### config.mk
export PLATFORM = sky130hd
export DESIGN_NAME = wbsplitter
export DESIGN_NICKNAME = d
export VERILOG_FILES = /design/src/rtl/wbsplitter.sv
export SDC_FILE = /design/constraint.sdc
export NUM_CORES = 1
export LEC_CHECK = 0
export CAP_MARGIN = 10
export CORE_AREA = 5 5 107 109
export DETAILED_ROUTE_END_ITERATION = 8
export DIE_AREA = 0 0 112 114
export PLACE_DENSITY = 0.72
export RECOVER_POWER = 25
export SYNTH_ARGS = -nofsm -noshare
export SYNTH_HDL_FRONTEND = slang
export SYNTH_SLANG_ARGS = --single-unit
### constraint.sdc
create_clock -name i_clk -period 2.6 [get_ports i_clk]
set_clock_uncertainty 0.2 [all_clocks]
set_input_delay 0.52 -clock i_clk [delete_from_list [all_inputs] [get_ports i_clk]]
set_output_delay 0.52 -clock i_clk [all_outputs]
set_load 0.03 [all_outputs]
### src/rtl/wbsplitter.sv
// Single-master to dual-slave pipelined Wishbone splitter with address decode,
// outstanding-request tracking, slave-switch stalling and local decode errors.
module wbsplitter #(
    parameter int              DW     = 32,
    parameter int              AW     = 19,
    parameter logic [AW-1:0]   A_BASE = 19'h00000,
    parameter logic [AW-1:0]   A_MASK = 19'h40000,
    parameter logic [AW-1:0]   B_BASE = 19'h40000,
    parameter logic [AW-1:0]   B_MASK = 19'h60000,
    parameter int              LGOUT  = 4
) (
    input  logic            i_clk,
    input  logic            i_rst,
    // master side
    input  logic            i_cyc,
    input  logic            i_stb,
    input  logic            i_we,
    input  logic [AW-1:0]   i_adr,
    input  logic [DW-1:0]   i_dat,
    input  logic [DW/8-1:0] i_sel,
    output logic            o_ack,
    output logic            o_stall,
    output logic            o_err,
    output logic [DW-1:0]   o_data,
    // slave A
    output logic            o_a_cyc,
    output logic            o_a_stb,
    output logic            o_a_we,
    output logic [AW-1:0]   o_a_adr,
    output logic [DW-1:0]   o_a_dat,
    output logic [DW/8-1:0] o_a_sel,
    input  logic            i_a_ack,
    input  logic            i_a_stall,
    input  logic            i_a_err,
    input  logic [DW-1:0]   i_a_data,
    // slave B
    output logic            o_b_cyc,
    output logic            o_b_stb,
    output logic            o_b_we,
    output logic [AW-1:0]   o_b_adr,
    output logic [DW-1:0]   o_b_dat,
    output logic [DW/8-1:0] o_b_sel,
    input  logic            i_b_ack,
    input  logic            i_b_stall,
    input  logic            i_b_err,
    input  logic [DW-1:0]   i_b_data
);

    localparam logic [1:0] SlvIdle = 2'd0;
    localparam logic [1:0] SlvA    = 2'd1;
    localparam logic [1:0] SlvB    = 2'd2;

    logic [1:0]       r_slave;
    logic [LGOUT-1:0] r_pend;
    logic             r_derr;
    logic             r_abort;

    logic             dec_a, dec_b, dec_x;
    logic             pend_zero, slv_ack, slv_err, retire, room, can_req;
    logic             acc_a, acc_b, acc_x, issue_a, issue_b, issue;
    logic [LGOUT-1:0] pend_next;

    always_comb begin
        dec_a = ((i_adr & A_MASK) == A_BASE);
        dec_b = !dec_a && ((i_adr & B_MASK) == B_BASE);
        dec_x = !dec_a && !dec_b;

        pend_zero = (r_pend == '0);

        slv_ack = 1'b0;
        slv_err = 1'b0;
        case (r_slave)
            SlvA: begin
                slv_ack = i_a_ack;
                slv_err = i_a_err;
            end
            SlvB: begin
                slv_ack = i_b_ack;
                slv_err = i_b_err;
            end
            default: ;
        endcase

        // Acks with nothing outstanding are ignored, so the counter cannot underflow.
        retire = slv_ack && !pend_zero;
        // A full counter frees a slot in the same cycle an ack retires one.
        room   = !(&r_pend) || retire;

        can_req = !i_rst && i_cyc && i_stb && !r_abort && !r_derr && !slv_err && room;
        acc_a   = can_req && dec_a && (r_slave == SlvA || pend_zero);
        acc_b   = can_req && dec_b && (r_slave == SlvB || pend_zero);
        acc_x   = can_req && dec_x && pend_zero;

        issue_a = acc_a && !i_a_stall;
        issue_b = acc_b && !i_b_stall;
        issue   = issue_a || issue_b;

        pend_next = r_pend;
        if (issue && !retire) begin
            pend_next = r_pend + LGOUT'(1);
        end else if (!issue && retire) begin
            pend_next = r_pend - LGOUT'(1);
        end
    end

    always_comb begin
        o_stall = !(issue || acc_x);
        o_ack   = !i_rst && i_cyc && retire;
        o_err   = !i_rst && i_cyc && (r_derr || slv_err);
        o_data  = (r_slave == SlvB) ? i_b_data : i_a_data;

        o_a_cyc = !i_rst && i_cyc && !r_abort && (r_slave == SlvA || acc_a);
        o_a_stb = acc_a;
        o_a_we  = i_we;
        o_a_adr = i_adr;
        o_a_dat = i_dat;
        o_a_sel = i_sel;

        o_b_cyc = !i_rst && i_cyc && !r_abort && (r_slave == SlvB || acc_b);
        o_b_stb = acc_b;
        o_b_we  = i_we;
        o_b_adr = i_adr;
        o_b_dat = i_dat;
        o_b_sel = i_sel;
    end

    always_ff @(posedge i_clk) begin
        if (i_rst || !i_cyc) begin
            r_slave <= SlvIdle;
            r_pend  <= '0;
            r_derr  <= 1'b0;
            r_abort <= 1'b0;
        end else if (r_derr || slv_err) begin
            // Any error kills the rest of the cycle until the master drops i_cyc.
            r_slave <= SlvIdle;
            r_pend  <= '0;
            r_derr  <= 1'b0;
            r_abort <= 1'b1;
        end else begin
            r_pend <= pend_next;
            r_derr <= acc_x;
            if (issue_a) begin
                r_slave <= SlvA;
            end else if (issue_b) begin
                r_slave <= SlvB;
            end else if (pend_next == '0) begin
                r_slave <= SlvIdle;
            end
        end
    end

endmodule

==> flow_metrics.tcl <==
set metrics [dict create \
    outcome "finished, violations left" \
    violations "negative setup slack" \
    root_buffer "clkbuf_8" \
    grt.total_usage_pct 10.2 \
    ys_ff_latch 8 \
    worst_pin_slew_ps 424 \
    htree_levels 1 \
    viasPerCell 4.09 \
    cp_max_fo 4 \
    dp.cells 406 \
    path_clk_slew_ps 50 \
    gp_congestion 0.866 \
    grt_pass1_vias 1801 \
    std_cell_rows 38 \
    clockBufferDepth 2 \
    die_area_mm2 0.0128 \
    hold_viol 0 \
    insertion_delay_ps 230 \
    grt_setup_unrepaired "yes" \
    yosysWarnings 0 \
    synth_nets 378 \
    antenna_found_initial 0 \
    dieWidth_um 112 \
    synthTopCellsByCount "buf_4 (114), mux2_2 (32), nor2_1 (12)" \
    detail_route.wl_per_cell_um 16.7 \
    numPortBuffers 118 \
    post_route_cells_drive_above_1_share_pct 44.3 \
    vias 1688 \
    routed_wl_mm 6.91 \
    worst_slack_ps -18.5 \
    die_y_um 114 \
    fin_tns_setup_ps -28.9 \
    area_growth_pct 47.7 \
    critPathRequiredTime_ps 1880 \
    yosysTopAreaCell "buf_4" \
    synth.area.top_cells "buf_4 (43%), mux2_2 (18%), dfxtp_1 (8.1%), ha_1 (2.5%), nor2_1 (2.3%)" \
    report.final.setup_viol 2 \
    top_level_ports 281 \
    routed-wl-met3_um 834 \
    crit_type "flop to primary output" \
    syn_inst 244 \
    ys.flop_type "dfxtp_1" \
    crit_path_end_kind "primary output" \
    nNetsFinal 409 \
    drv_cap 0 \
    p_leak_nw 1.14 \
    finalNonFillerCells 413 \
    start_util_pct 18.9 \
    routed.top_layer "met4" \
    dpl.hpwl_mm 5.77 \
    grt_max_degree 22 \
    synth_top_area_share_pct 43.1 \
    synth_enable_flop_cells 0 \
    grt_first_pass_wirelength_mm 10.3 \
    wl_met2_mm 3.40 \
    hp-class "flop to flop" \
    diodes 0 \
    power.density_mw_per_mm2 209 \
    slew_violations 0 \
    dr.pass1.iters 5 \
    layout_worst_path_cycle_share_pct 101 \
    drcViolationCount 0 \
    cts_buffers 3 \
    fp.coreArea_mm2 0.0105 \
    ir_worst_vdd_v 0.000104 \
    max_freq_ghz 0.382 \
    synth.distinct_cells 39 \
    reg2reg_slack_ps 120 \
    ant_nets 0 \
    wl_met1_mm 2.53 \
    postCtsHoldBufs 0 \
    syn_area_mm2 0.00198 \
    synth_seq_area_share_pct 8.07 \
    synth_area_per_cell_um2 8.13 \
    grt_overflow 0 \
    synth.most_common_cell "buf_4" \
    slew_headroom_pct 71.5 \
    cts_tree "yes" \
    synthArstFlopShare_pct 0 \
    clkSinkCount 8 \
    fin_crit_ps 2620 \
    crit_arrival_ps 1900 \
    drtIter0Drc 47 \
    startpoint_type "flop" \
]
## cell type report
class / count / area (um^2)
Inverter: 9 / 33.8
Multi-Input combinational cell: 108 / 1020
Fill cell: 1095 / 7580
Sequential cell: 8 / 165
Clock buffer: 3 / 41.3
Tap cell: 140 / 175
Timing Repair Buffer: 145 / 1490
## sequential cells by signal (all words and copies together), names as in the netlist
register and flops:
r_pend 4, r_derr 1, r_slave 2, r_abort 1
## path summary, 6_finish.rpt
path                            from                       to  cells after the start
max          r_slave[0]$_SDFFE_PP0P_                  o_b_cyc                      9
min          r_slave[1]$_SDFFE_PP0P_  r_slave[1]$_SDFFE_PP0P_                      3
max reg2reg  r_slave[0]$_SDFFE_PP0P_  r_slave[1]$_SDFFE_PP0P_                      9
min reg2reg  r_slave[1]$_SDFFE_PP0P_  r_slave[1]$_SDFFE_PP0P_                      3
## layer usage
layer	global-route usage, %	up-vias
li1	-	785
met4	4.01	0
met2	16.6	129
met1	11.3	753
met3	5.09	21
met5	0	-
## cell families (layout without fill, tap and decap cells)
logic type | count (synthesis) | after routing | synth area share [%]
compound gates | 28 | 28 | 11.7
xor+xnor | 2 | 2 | 0.883
fa+ha+maj | 6 | 6 | 3.53
buf+inv | 128 | 157 | 46.2
flops | 8 | 8 | 8.07
mux | 34 | 34 | 19.2
simple gates | 38 | 38 | 10.5
## where the power goes
| group | internal [W] | total (W) | switching (W) | leakage [nW] |
|---|---|---|---|---|
| clock network | 0.000101 | 0.000156 | 0.0000549 | 0.0216 |
| logic | 0.000196 | 0.000334 | 0.000138 | 1.05 |
| registers | 0.000123 | 0.000123 | 0.000000600 | 0.0658 |
| total | 0.000420 | 0.000613 | 0.000194 | 1.14 |
## critical path: stages, from the launching register on
cell and delay (ps):
dfxtp_4 360, inv_2 50, ha_4 160, a22oi_2 200, o211a_1 220, nand2_4 90
nor2_4 120, a31oi_1 100, nor3_2 190, buf_4 180
## placed cells by master, fill, tap and decap left out, types with 3 or more instances in the layout
cell type        Yosys  final
or3_1                3      3
mux2_2              32     32
nor2_1              12      8
buf_4              114     37
a21oi_1              6      5
buf_12               0     16
dfxtp_1              8      6
dlygate4sd2_1        0     17
nor2_2               0      3
clkdlybuf4s50_1      0     70
o21a_1               3      3
inv_1                9      7
buf_6                1      3
nor3_1               8      5
clkbuf_8             0      3
## through the flow
stage	power (W)	util, %	area (um^2)	setup slack, ps	hold slack (ps)
global route	0.000640	27.9	2930	-131	424
CTS	0.000620	27.5	2890	-18.4	383
floorplan	0.000558	-	2060	-145	291
detailed placement	0.000467	26.9	2830	-486	372
finish	0.000613	27.9	2930	-18.5	392
global placement	0.000467	26.9	2830	-482	375
## timing repair
action	CTS	global route
resized for setup	30	8
setup buffers	1	3
pin swaps	11	11
setup endpoints to repair	22	6
Note: power is estimated with default switching activity, not from simulation.
